===== config.mk =====
export PLATFORM = sky130hd
export DESIGN_NAME = maze_job_scheduler
export DESIGN_NICKNAME = d
export VERILOG_FILES = /design/src/rtl/maze_job_scheduler.sv
export SDC_FILE = /design/constraint.sdc
export NUM_CORES = 1
export LEC_CHECK = 0
export BUFFER_PORTS_ARGS = -buffer_cell sky130_fd_sc_hd__buf_2
export CAP_MARGIN = 20
export CORE_AREA = 2 2 64 66
export DETAILED_ROUTE_END_ITERATION = 10
export DIE_AREA = 0 0 66 68
export GPL_TIMING_DRIVEN = 0
export HOLD_SLACK_MARGIN = 0.12
export PLACE_DENSITY = 0.82
export RECOVER_POWER = 50
export SKIP_LAST_GASP = 1
export SLEW_MARGIN = 40
export SYNTH_ARGS = -nofsm -noshare
export SYNTH_HDL_FRONTEND = slang
export SYNTH_SLANG_ARGS = --single-unit

===== constraint.sdc =====
create_clock -name clk -period 6.5 [get_ports clk]
set_input_delay 1.625 -clock clk [delete_from_list [all_inputs] [get_ports clk]]
set_output_delay 1.625 -clock clk [all_outputs]
set_load 0.01 [all_outputs]

===== src/rtl/maze_job_scheduler.sv =====
// maze_job_scheduler: round-robin arbiter that feeds one requester's maze to a shared solver and relays its answer
// Ports:
//   clk, rst_n                 clock, asynchronous active-low reset
//   req, req_valid, req_maze   per-requester job request, maze-bit valid and maze bit
//   gnt                        one-hot grant held for the whole job
//   sol_rst_n, sol_in_valid,
//   sol_maze                   solver reset and maze-bit feed
//   sol_out_valid,
//   sol_not_valid, sol_x/y     solver path coordinate stream and no-path pulse
//   rsp_valid, rsp_x/y, rsp_id registered coordinate response and its owner
//   done, stat                 job-complete pulse and status (00 path, 01 no path, 10 load gap, 11 timeout)
module maze_job_scheduler (
    input  logic       clk,
    input  logic       rst_n,
    input  logic [1:0] req,
    input  logic [1:0] req_valid,
    input  logic [1:0] req_maze,
    output logic [1:0] gnt,
    output logic       sol_rst_n,
    output logic       sol_in_valid,
    output logic       sol_maze,
    input  logic       sol_out_valid,
    input  logic       sol_not_valid,
    input  logic [3:0] sol_x,
    input  logic [3:0] sol_y,
    output logic       rsp_valid,
    output logic [3:0] rsp_x,
    output logic [3:0] rsp_y,
    output logic       rsp_id,
    output logic       done,
    output logic [1:0] stat
);
    typedef enum logic [2:0] {IDLE, LOAD, WAIT, STREAM, ABORT, DONE} state_t;
    state_t      state_q;
    logic [7:0]  cnt_q;
    logic [11:0] tmr_q;
    logic        id_q, ptr_q, pick_d, rsp_valid_d;
    logic [1:0]  gnt_q, stat_q;
    logic        rsp_valid_q, done_q;
    logic [3:0]  rsp_x_q, rsp_y_q;
    // ptr_q names the requester that wins a tie
    assign pick_d       = req[ptr_q] ? ptr_q : ~ptr_q;
    // the coordinate that moves WAIT into STREAM is itself part of the path
    assign rsp_valid_d  = sol_out_valid && ((state_q == WAIT && !sol_not_valid) || state_q == STREAM);
    assign sol_in_valid = (state_q == LOAD) && req_valid[id_q];
    assign sol_maze     = (state_q == LOAD) && req_maze[id_q];
    assign sol_rst_n    = rst_n && (state_q != ABORT);
    assign gnt          = gnt_q;
    assign rsp_valid    = rsp_valid_q;
    assign rsp_x        = rsp_x_q;
    assign rsp_y        = rsp_y_q;
    assign rsp_id       = id_q;
    assign done         = done_q;
    assign stat         = stat_q;
    always_ff @(posedge clk or negedge rst_n) begin
        if (!rst_n) begin
            state_q     <= IDLE;
            cnt_q       <= 8'd0;
            tmr_q       <= 12'd0;
            id_q        <= 1'b0;
            ptr_q       <= 1'b0;
            gnt_q       <= 2'b00;
            stat_q      <= 2'b00;
            rsp_valid_q <= 1'b0;
            rsp_x_q     <= 4'd0;
            rsp_y_q     <= 4'd0;
            done_q      <= 1'b0;
        end else begin
            done_q      <= 1'b0;
            rsp_valid_q <= rsp_valid_d;
            if (rsp_valid_d) begin
                rsp_x_q <= sol_x;
                rsp_y_q <= sol_y;
            end
            case (state_q)
                IDLE: if (|req) begin
                    id_q    <= pick_d;
                    gnt_q   <= {pick_d, ~pick_d};
                    cnt_q   <= 8'd0;
                    state_q <= LOAD;
                end
                LOAD: if (req_valid[id_q]) begin
                    if (cnt_q == 8'd224) begin
                        cnt_q   <= 8'd0;
                        tmr_q   <= 12'd0;
                        state_q <= WAIT;
                    end else begin
                        cnt_q <= cnt_q + 8'd1;
                    end
                end else if (cnt_q != 8'd0) begin
                    // a gap is only legal before the first beat
                    stat_q  <= 2'b10;
                    cnt_q   <= 8'd0;
                    state_q <= ABORT;
                end
                WAIT: if (sol_not_valid) begin
                    stat_q  <= 2'b01;
                    done_q  <= 1'b1;
                    state_q <= DONE;
                end else if (sol_out_valid) begin
                    state_q <= STREAM;
                end else if (tmr_q == 12'd2999) begin
                    stat_q  <= 2'b11;
                    cnt_q   <= 8'd0;
                    state_q <= ABORT;
                end else begin
                    tmr_q <= tmr_q + 12'd1;
                end
                STREAM: if (!sol_out_valid) begin
                    stat_q  <= 2'b00;
                    done_q  <= 1'b1;
                    state_q <= DONE;
                end
                ABORT: if (cnt_q[0]) begin
                    done_q  <= 1'b1;
                    state_q <= DONE;
                end else begin
                    cnt_q <= cnt_q + 8'd1;
                end
                DONE: begin
                    gnt_q   <= 2'b00;
                    ptr_q   <= ~id_q;
                    state_q <= IDLE;
                end
                default: state_q <= IDLE;
            endcase
        end
    end
endmodule


### After elaboration in Yosys (flattened, before gate mapping)

Index checks and enable logic that the tools add are counted.
W data, S select, Z words.

* output and inout bits: 18
* bits in registers: 39

* mux-type cells: 45
* magnitude comparators: 2
* equal/unequal tests: 25
* reduce and logical (&&, ||, !) cells: 21
* bitwise logic cells: 3
* add/sub/neg operators: 2

Operator list (number)
* $mux W8: 8
* $mux W12: 5
* $pmux W8 S4: 1
* $mux W3: 9
* $pmux W12 S2: 1
* $reduce_and A6 Y1: 4
* $ne A2 B2 Y1 const B: 8
* $pmux W3 S5: 1
* $mux W2: 7
* $add A12 B1 Y12 const B: 1
* $eq A12 B12 Y1 const B: 1
* $mux W1: 10
* $add A8 B1 Y8 const B: 1
* $eq A8 B8 Y1 const B: 1
* $ne A2 B1 Y1 const B: 4
* $reduce_bool A8 Y1: 1
* $reduce_and A7 Y1: 1
* $eq A3 B2 Y1 const B: 2
* $eq A3 B3 Y1 const B: 2
* $ne A3 B2 Y1 const B: 2
* $ne A3 B3 Y1 const B: 2
* $pmux W2 S3: 1
* $logic_and A1 B1 Y1: 5
* $lt A1 B2 Y1 const B: 2
* 14 further kinds: 18

### Logic depth before layout (Yosys ltp)

Gate-level depths: netlist of the first run.

* depth in word-level cells: 6
* mapped depth: 8

### Worst setup path before layout of the first run

Ideal clock, no wire load.

* kind: input-to-output
* from: input req_valid[1]
* to: output sol_in_valid
* required time: 4.875 ns
* arrival time: 2.135 ns
* stages on the path: 2
* setup slack: 2.740 ns
* cell sequence: mux2i_1 > nor2_1

* longest elaborated chain between the ends: 3

Ends and longest elaborated chain
* start: declaration: RTL line 16 `input logic [1:0] req_valid,`
* $mux W1 (not written as such) (2 in a row): RTL line 45 `assign sol_in_valid = (state_q == LOAD) && req_valid[id_q];`
* $logic_and A1 B1 Y1: RTL line 45
* end: declaration: RTL line 20 `output logic sol_in_valid,`

Every way passes these cells. The select of a mux whose other input is x is not followed.

### Worst setup path in the final report of the first run

Ends and elaborated chain as after synthesis.

==> results of run 1 <==
how the worst min path moves through the flow:
stage                to     start  slack, ns  cells past startpoint
3_5_place_dp   rsp_x[2]  rsp_x[2]       0.46                      2
5_1_grt        rsp_y[3]  rsp_y[3]       0.51                      2
4_1_cts        rsp_y[3]  rsp_y[3]       0.48                      2
6_report       rsp_y[3]  rsp_y[3]       0.47                      2
3_3_place_gp   rsp_y[3]  rsp_y[3]       0.45                      2
2_1_floorplan  tmr_q[8]  tmr_q[8]       0.46                      1
worst register-to-register path, stage by stage, from the launching register on:
cell and delay, ns:
dfrtp_1 0.39, clkbuf_1 0.20, inv_1 0.16, ha_1 0.18, or4b_4 0.49, nor4_4 0.62
o22ai_1 0.16, o21ai_1 0.15, o41ai_1 0.09
Yosys cell counts (all sizes together) (2+ instances only):
master,count
nor2b,5
a21boi,2
nand4,6
a31oi,9
and3,4
nor3,4
o41ai,3
ha,4
mux2i,2
a41oi,2
xor2,4
o211ai,2
clkbuf,6
a21oi,10
nand2b,5
o22ai,4
or3,2
nand2,48
o21ai,18
buf,4
o22a,2
nor3b,3
o21a,6
a21o,2
and4,3
and2,4
dfrtp,39
inv,4
nand3,9
nor4,2
nor2,17
metrics by stage:
step	util (%)	worst slack (ns)
6_report	66.61	2.338
3_5_place_dp	63.27	2.344
4_1_cts	66.81	2.341
2_1_floorplan	-	2.740
5_1_grt	66.61	2.230
3_3_place_gp	63.21	2.180
state kept, by name, summed over array words and instances, names as in the netlist:
name	flops
gnt	2
rsp_id	1
ptr_q	1
stat	2
rsp_x	4
tmr_q	12
done	1
state_q	3
cnt_q	8
rsp_valid	1
rsp_y	4
power groups by stage:
stage / sequential (mW) / clock, mW / combinational [mW]
2_1_floorplan: 0.387 / 0 / 0.296
3_3_place_gp: 0.374 / 0 / 0.424
3_5_place_dp: 0.376 / 0 / 0.434
4_1_cts: 0.373 / 0.244 / 0.438
5_1_grt: 0.383 / 0.257 / 0.491
6_report: 0.373 / 0.241 / 0.435
layout make-up:
cell class / count / area (µm²) / share of cell area (%)
tap: 50 / 62.56 / 2.435
clock inverter: 3 / 67.56 / 2.630
multi-input combinational: 193 / 1169 / 45.49
timing repair buffer: 34 / 166.4 / 6.478
buffer: 10 / 40.04 / 1.559
sequential: 39 / 975.9 / 37.99
inverter: 5 / 18.77 / 0.7306
clock buffer: 5 / 68.82 / 2.679
kinds of logic (layout without fill, tap and decap cells):
family,Yosys count,after routing
multiplexers,3,3
AND/OR/NAND/NOR,116,116
AO/OA/AOI/OAI,66,66
flip-flops,39,39
buffers and inverters,15,57
XOR/XNOR,4,4
adder cells (fa/ha/maj),4,4
metal layers:
layer  vias up  GRT usage, %  part of all wire, %
li1        978             -                    -
met1       940         30.59                   46
met2        55         38.76                   48
met3         9         5.592                  4.3
met4         0         8.673                  1.5
met5         -             0                    0
cell usage in the layout (no fill, tap or decap), types with 2 or more instances in the layout:
cell / netlist / layout
nand2b_1: 5 / 5
nand2_1: 48 / 48
ha_1: 4 / 4
buf_2: 3 / 30
nor3_1: 3 / 3
dfrtp_1: 39 / 39
a21o_1: 2 / 2
a31oi_1: 9 / 9
xor2_1: 4 / 4
bufinv_16: 0 / 2
and4_1: 2 / 2
or3_1: 2 / 2
o22ai_1: 4 / 4
o22a_1: 2 / 2
nand4_1: 6 / 6
o21ai_0: 10 / 10
mux2i_1: 2 / 2
nor2_1: 17 / 17
o41ai_1: 2 / 2
clkbuf_1: 6 / 12
and2_1: 4 / 3
o21a_1: 6 / 6
nor2b_1: 5 / 5
clkbuf_8: 0 / 5
nand3_1: 9 / 9
and3_1: 3 / 3
inv_1: 4 / 4
a21oi_1: 9 / 9
a21boi_0: 2 / 2
nor3b_1: 2 / 2
a41oi_1: 2 / 2
o21ai_1: 8 / 8
==> impl_metrics.json, run 1 <==
{
  "stdcell_count": 339,
  "cts-buffers-inserted": 5,
  "gp_weighted_congestion": 0.9317,
  "total_leakage_power_nw": 1.172,
  "drt_iter0_drc": 93,
  "tritoncts": "built",
  "synthesis.instances": 247,
  "power_report.internal_total_mw": 0.6456,
  "post_drt_via_cell_ratio": 5.847,
  "routedWlPerCell_um": 14.04,
  "antenna_found_initial": 0,
  "drive_above_1_share_pct": 16.96,
  "tightest_slew_ns": 0.7041,
  "die_y_um": 68,
  "synthSimpleGateAreaFrac_pct": 27.30,
  "fin_setup_tns_ns": 0,
  "post-cts-setup-buffers": 0,
  "total_number_of_vias": 1982,
  "gr-total-overflow": 0,
  "post_cts_resize_count": 0,
  "critical_path.max_stage_delay_ns": 0.40,
  "number_of_nets_with_antenna_violations_after_detailed_routing": 0,
  "antenna_cells_inserted": 0,
  "cap_violations": 0,
  "first_pass_iters": 4,
  "comb_power_share_pct": 41.5,
  "cts_root_buffer": "clkbuf_8",
  "layout.nets": 310,
  "worstSetupStartpoint": "req_valid[1]",
  "count_of_flip_flops_with_a_built_in_enable_after_synthesis": 0,
  "ys_ff_latch": 39,
  "crit_family": "multiplexers",
  "die_width_um": 66,
  "parity_gate_share_of_the_synthesized_area_counting_xor_and_xnor_cells_pct": 1.589,
  "critical_path.n_buffers_inverters": 2,
  "pin_count": 36,
  "area_growth_pct": 16.52,
  "critical_path_cell_count": 4,
  "crit_end": "sol_in_valid",
  "synth_compound_area_share_pct": 20.43,
  "synth_fa_ha_area_share_pct": 2.270,
  "main_combinational_cell_family_by_area_after_synthesis": "simple AND/OR/NAND/NOR gates",
  "clock-skew-final_ns": 0.006485,
  "place_hpwl_um": 3394,
  "ys_seq_area_share_pct": 44.27,
  "via_count_of_the_first_global_routing_pass": 1834,
  "cts_num_sinks": 39,
  "worst-r2r-cell-count": 8,
  "setup_viol": 0,
  "port-buffer-count": 34,
  "grt_first_pass_wirelength_um": 8059,
  "final_worst_path_cycle_share_pct": 64.03,
  "power_switching_mw": 0.4030,
  "worstPathArrival_ns": 2.54,
  "critical_path.reg2reg.endpoint": "tmr_q[4]",
  "pwr-share-clk_pct": 22.9,
  "worstHoldPathType": "flop to flop",
  "largest_net_degree_at_the_start_of_global_routing": 41,
  "reg2reg_setup_slack_ns": 3.93,
  "row_count": 23,
  "timing.critical_path.required_ns": 4.88,
  "r2r_start": "cnt_q[0]",
  "ctsHtreeMaxLevel": 2,
  "finalWorstPathRequiredPeriod_ns": 4.162,
  "post_synth_main_area_contributors": "dfrtp_1 44%, nand2_1 8.2%, nor2_1 2.9%",
  "total_core_area_um2": 3856,
  "groute.usage.overall_pct": 23.55,
  "ir_drop_v": 0.0002606,
  "cts-root-to-sink-buffers": 2,
  "cp_cell_sequence": "buf_2 -> mux2i_1 -> nor2_1 -> buf_2",
  "maxClockFrequency_ghz": 0.2403,
  "yosysWarnings": 0,
  "netlist-cell-type-count": 53,
  "yosysTopAreaCell": "dfrtp_1",
  "post-layout-total-power_mw": 1.049,
  "total_die_area_um2": 4488,
  "area_share_of_the_largest_cell_type_after_synthesis_pct": 44.27,
  "clk_pin_slew_worst_paths_ns": 0.08,
  "netlist_area_um2": 2205,
  "critical-path-slowest-cell": "mux2i_1",
  "holdWs_ns": 0.4745,
  "setup.worst_path.class": "primary input to output port",
  "timing.final.max_slew_violations": 0,
  "grt_setup_unrepaired": "false",
  "worst_setup_path_end_kind": "output port",
  "wirelength_um": 4758,
  "post_dp_cell_area_um2": 2440,
  "ctsHoldBuffers": 0,
  "switching_part_of_the_total_pct": 38.43,
  "clk-insertion-delay-late_ns": 0.30,
  "post-place-cells": 331,
  "powerDensity_nw_per_um2": 408.2,
  "worst-path-max-fanout": 5,
  "synth_nets": 269,
  "final.fill_count": 357,
  "final_hold_viol_count": 0,
  "pwr-share-seq_pct": 35.6,
  "synth-async-reset-ratio_pct": 100.0,
  "final_area_um2": 2569,
  "outcome": "finished clean",
  "drc": 0,
  "syn-mean-instance-area_um2": 8.926,
  "worst_setup_path_start_kind": "primary input",
  "synth_top_flop_cell": "dfrtp_1",
  "crit_path_frequent_cell": "buf_2",
  "synth_mux_area_share_pct": 1.419,
  "timing.max_slew.rel_slack_pct": 52.71,
  "start_util_pct": 57.17
}
Power figures use the tool's default switching activity.
==> run 2: changes to the inputs <==
Settings changed: CORE_AREA 2 2 64 66 to 2 2 66 68, DIE_AREA 0 0 66 68 to 0 0 68 70, PLACE_DENSITY 0.82 to 0.78.
Clock period 6.5 ns to 3.95 ns, I/O delays scaled along.
==> run 2 against run 1 <==
Compared with the run above: worst setup slack got worse by 1.2 ns; count of clock-buffer cells in the layout increased by 3; register-to-register slack got worse by 2.5 ns; first-iteration DRC count rose by 16%; combinational power increased by 63%; clock skew shrank 0.0018 ns; die area up 6.1%; final cell count is 0.59% higher; total power grew 55%.
==> impl_metrics.json, run 2 (synthesis results as in run 1) <==
{
  "outcome": "finished clean",
  "post-cts-setup-buffers": 0,
  "pin_count": 36,
  "final_worst_path_cycle_share_pct": 71.62,
  "post_cts_resize_count": 0,
  "post_dp_cell_area_um2": 2442,
  "tightest_slew_ns": 0.6930,
  "largest_net_degree_at_the_start_of_global_routing": 41,
  "worst_setup_path_end_kind": "output port",
  "grt_first_pass_wirelength_um": 8217,
  "cap_violations": 0,
  "worstPathArrival_ns": 1.84,
  "first_pass_iters": 4,
  "total_core_area_um2": 4144,
  "area_growth_pct": 14.81,
  "powerDensity_nw_per_um2": 640.3,
  "timing.critical_path.required_ns": 2.96,
  "total_number_of_vias": 1965,
  "ir_drop_v": 0.0002942,
  "place_hpwl_um": 3448,
  "worst_setup_path_start_kind": "primary input",
  "post_drt_via_cell_ratio": 5.762,
  "total_leakage_power_nw": 1.160,
  "worstHoldPathType": "flop to flop",
  "holdWs_ns": 0.4739,
  "cts_num_sinks": 39,
  "finalWorstPathRequiredPeriod_ns": 2.829,
  "start_util_pct": 53.20,
  "clk-insertion-delay-late_ns": 0.29,
  "post-place-cells": 333,
  "cts-root-to-sink-buffers": 2,
  "timing.max_slew.rel_slack_pct": 53.45,
  "timing.final.max_slew_violations": 0,
  "antenna_found_initial": 0,
  "ctsHoldBuffers": 0,
  "fin_setup_tns_ns": 0,
  "drive_above_1_share_pct": 16.61,
  "final_critical_path_setup_slack_ns": 1.121,
  "final_hold_viol_count": 0,
  "drt_iter0_drc": 108,
  "cts_root_buffer": "clkbuf_8",
  "clk_pin_slew_worst_paths_ns": 0.07,
  "most_frequent_cells_in_the_layout": "48 x nand2_1, 39 x dfrtp_1, 31 x buf_2",
  "setup.worst_path.class": "primary input to output port",
  "postLayoutCoreUtil_pct": 61.08,
  "setup_viol": 0,
  "gr-total-overflow": 0,
  "wirelength_um": 4809,
  "row_count": 24,
  "stdcell_count": 341,
  "antenna_cells_inserted": 0,
  "routedWlPerCell_um": 14.10,
  "clock-skew-final_ns": 0.004704,
  "tritoncts": "built",
  "registers.top_by_ff_count": "tmr_q",
  "layout.nets": 310,
  "total_die_area_um2": 4760,
  "port-buffer-count": 34,
  "drc": 0,
  "post-layout-total-power_mw": 1.621,
  "maxClockFrequency_ghz": 0.3535,
  "final_common_cell": "nand2_1",
  "groute.usage.overall_pct": 22.49,
  "largest_register_ff_count": 12,
  "setup_slack_after_placement_ns": 1.111,
  "number_of_nets_with_antenna_violations_after_detailed_routing": 0,
  "gp_weighted_congestion": 0.8638,
  "final.fill_count": 370,
  "layout_top_registers": "tmr_q (12), cnt_q (8)",
  "grt_setup_unrepaired": "false",
  "ctsHtreeMaxLevel": 2,
  "cts-buffers-inserted": 5,
  "die_y_um": 70,
  "die_width_um": 68,
  "via_count_of_the_first_global_routing_pass": 1841,
  "final_area_um2": 2531,
  "worst-path-max-fanout": 5
}
run 2: changes by cell type in the layout (fill, tap and decap cells not counted), sizes merged:
cell,delta
buf,+1
clkinvlp,-1
bufinv,-2
clkbuf,+2
run 2: layer usage:
layer  track usage, %  wire (µm)
met1            30.50       2236
met2            36.14       2302
met3            4.831        214
met4            6.000         57
met5                0          0
run 2: final timing paths:
check                           slack, ns    startpoint      endpoint  cells past startpoint
worst max-delay path                 1.12  req_valid[1]  sol_in_valid                      4
worst min-delay path                 0.47      rsp_y[2]      rsp_y[2]                      2
worst max register to register       1.39      cnt_q[0]      tmr_q[4]                      8
worst min register to register       0.47      rsp_y[2]      rsp_y[2]                      2
max in group asynchronous            2.94         rst_n      rsp_y[2]                      1
min in group asynchronous            0.65         rst_n        rsp_id                      1
run 2: area by class of cell:
class                   instances  area (µm²)  area share (%)
plain buffers                  10       40.04           1.582
clock buffers                   8       100.1           3.955
repair buffers                 34       167.7           6.624
well taps                      52       65.06           2.570
inverters                       5       18.77          0.7415
multi-input cells             193        1164           45.97
flip-flops and latches         39       975.9           38.56
run 2: power by group:
group | switching, mW | internal [mW] | leakage [nW]
clock | 0.135 | 0.159 | 0.0515
combinational | 0.420 | 0.291 | 0.600
sequential | 0.0959 | 0.520 | 0.509
run 2: worst max-delay path, cell delays in order:
cell	delay, ns
buf_2	0.10
mux2i_1	0.36
nor2_1	0.20
buf_2	0.18
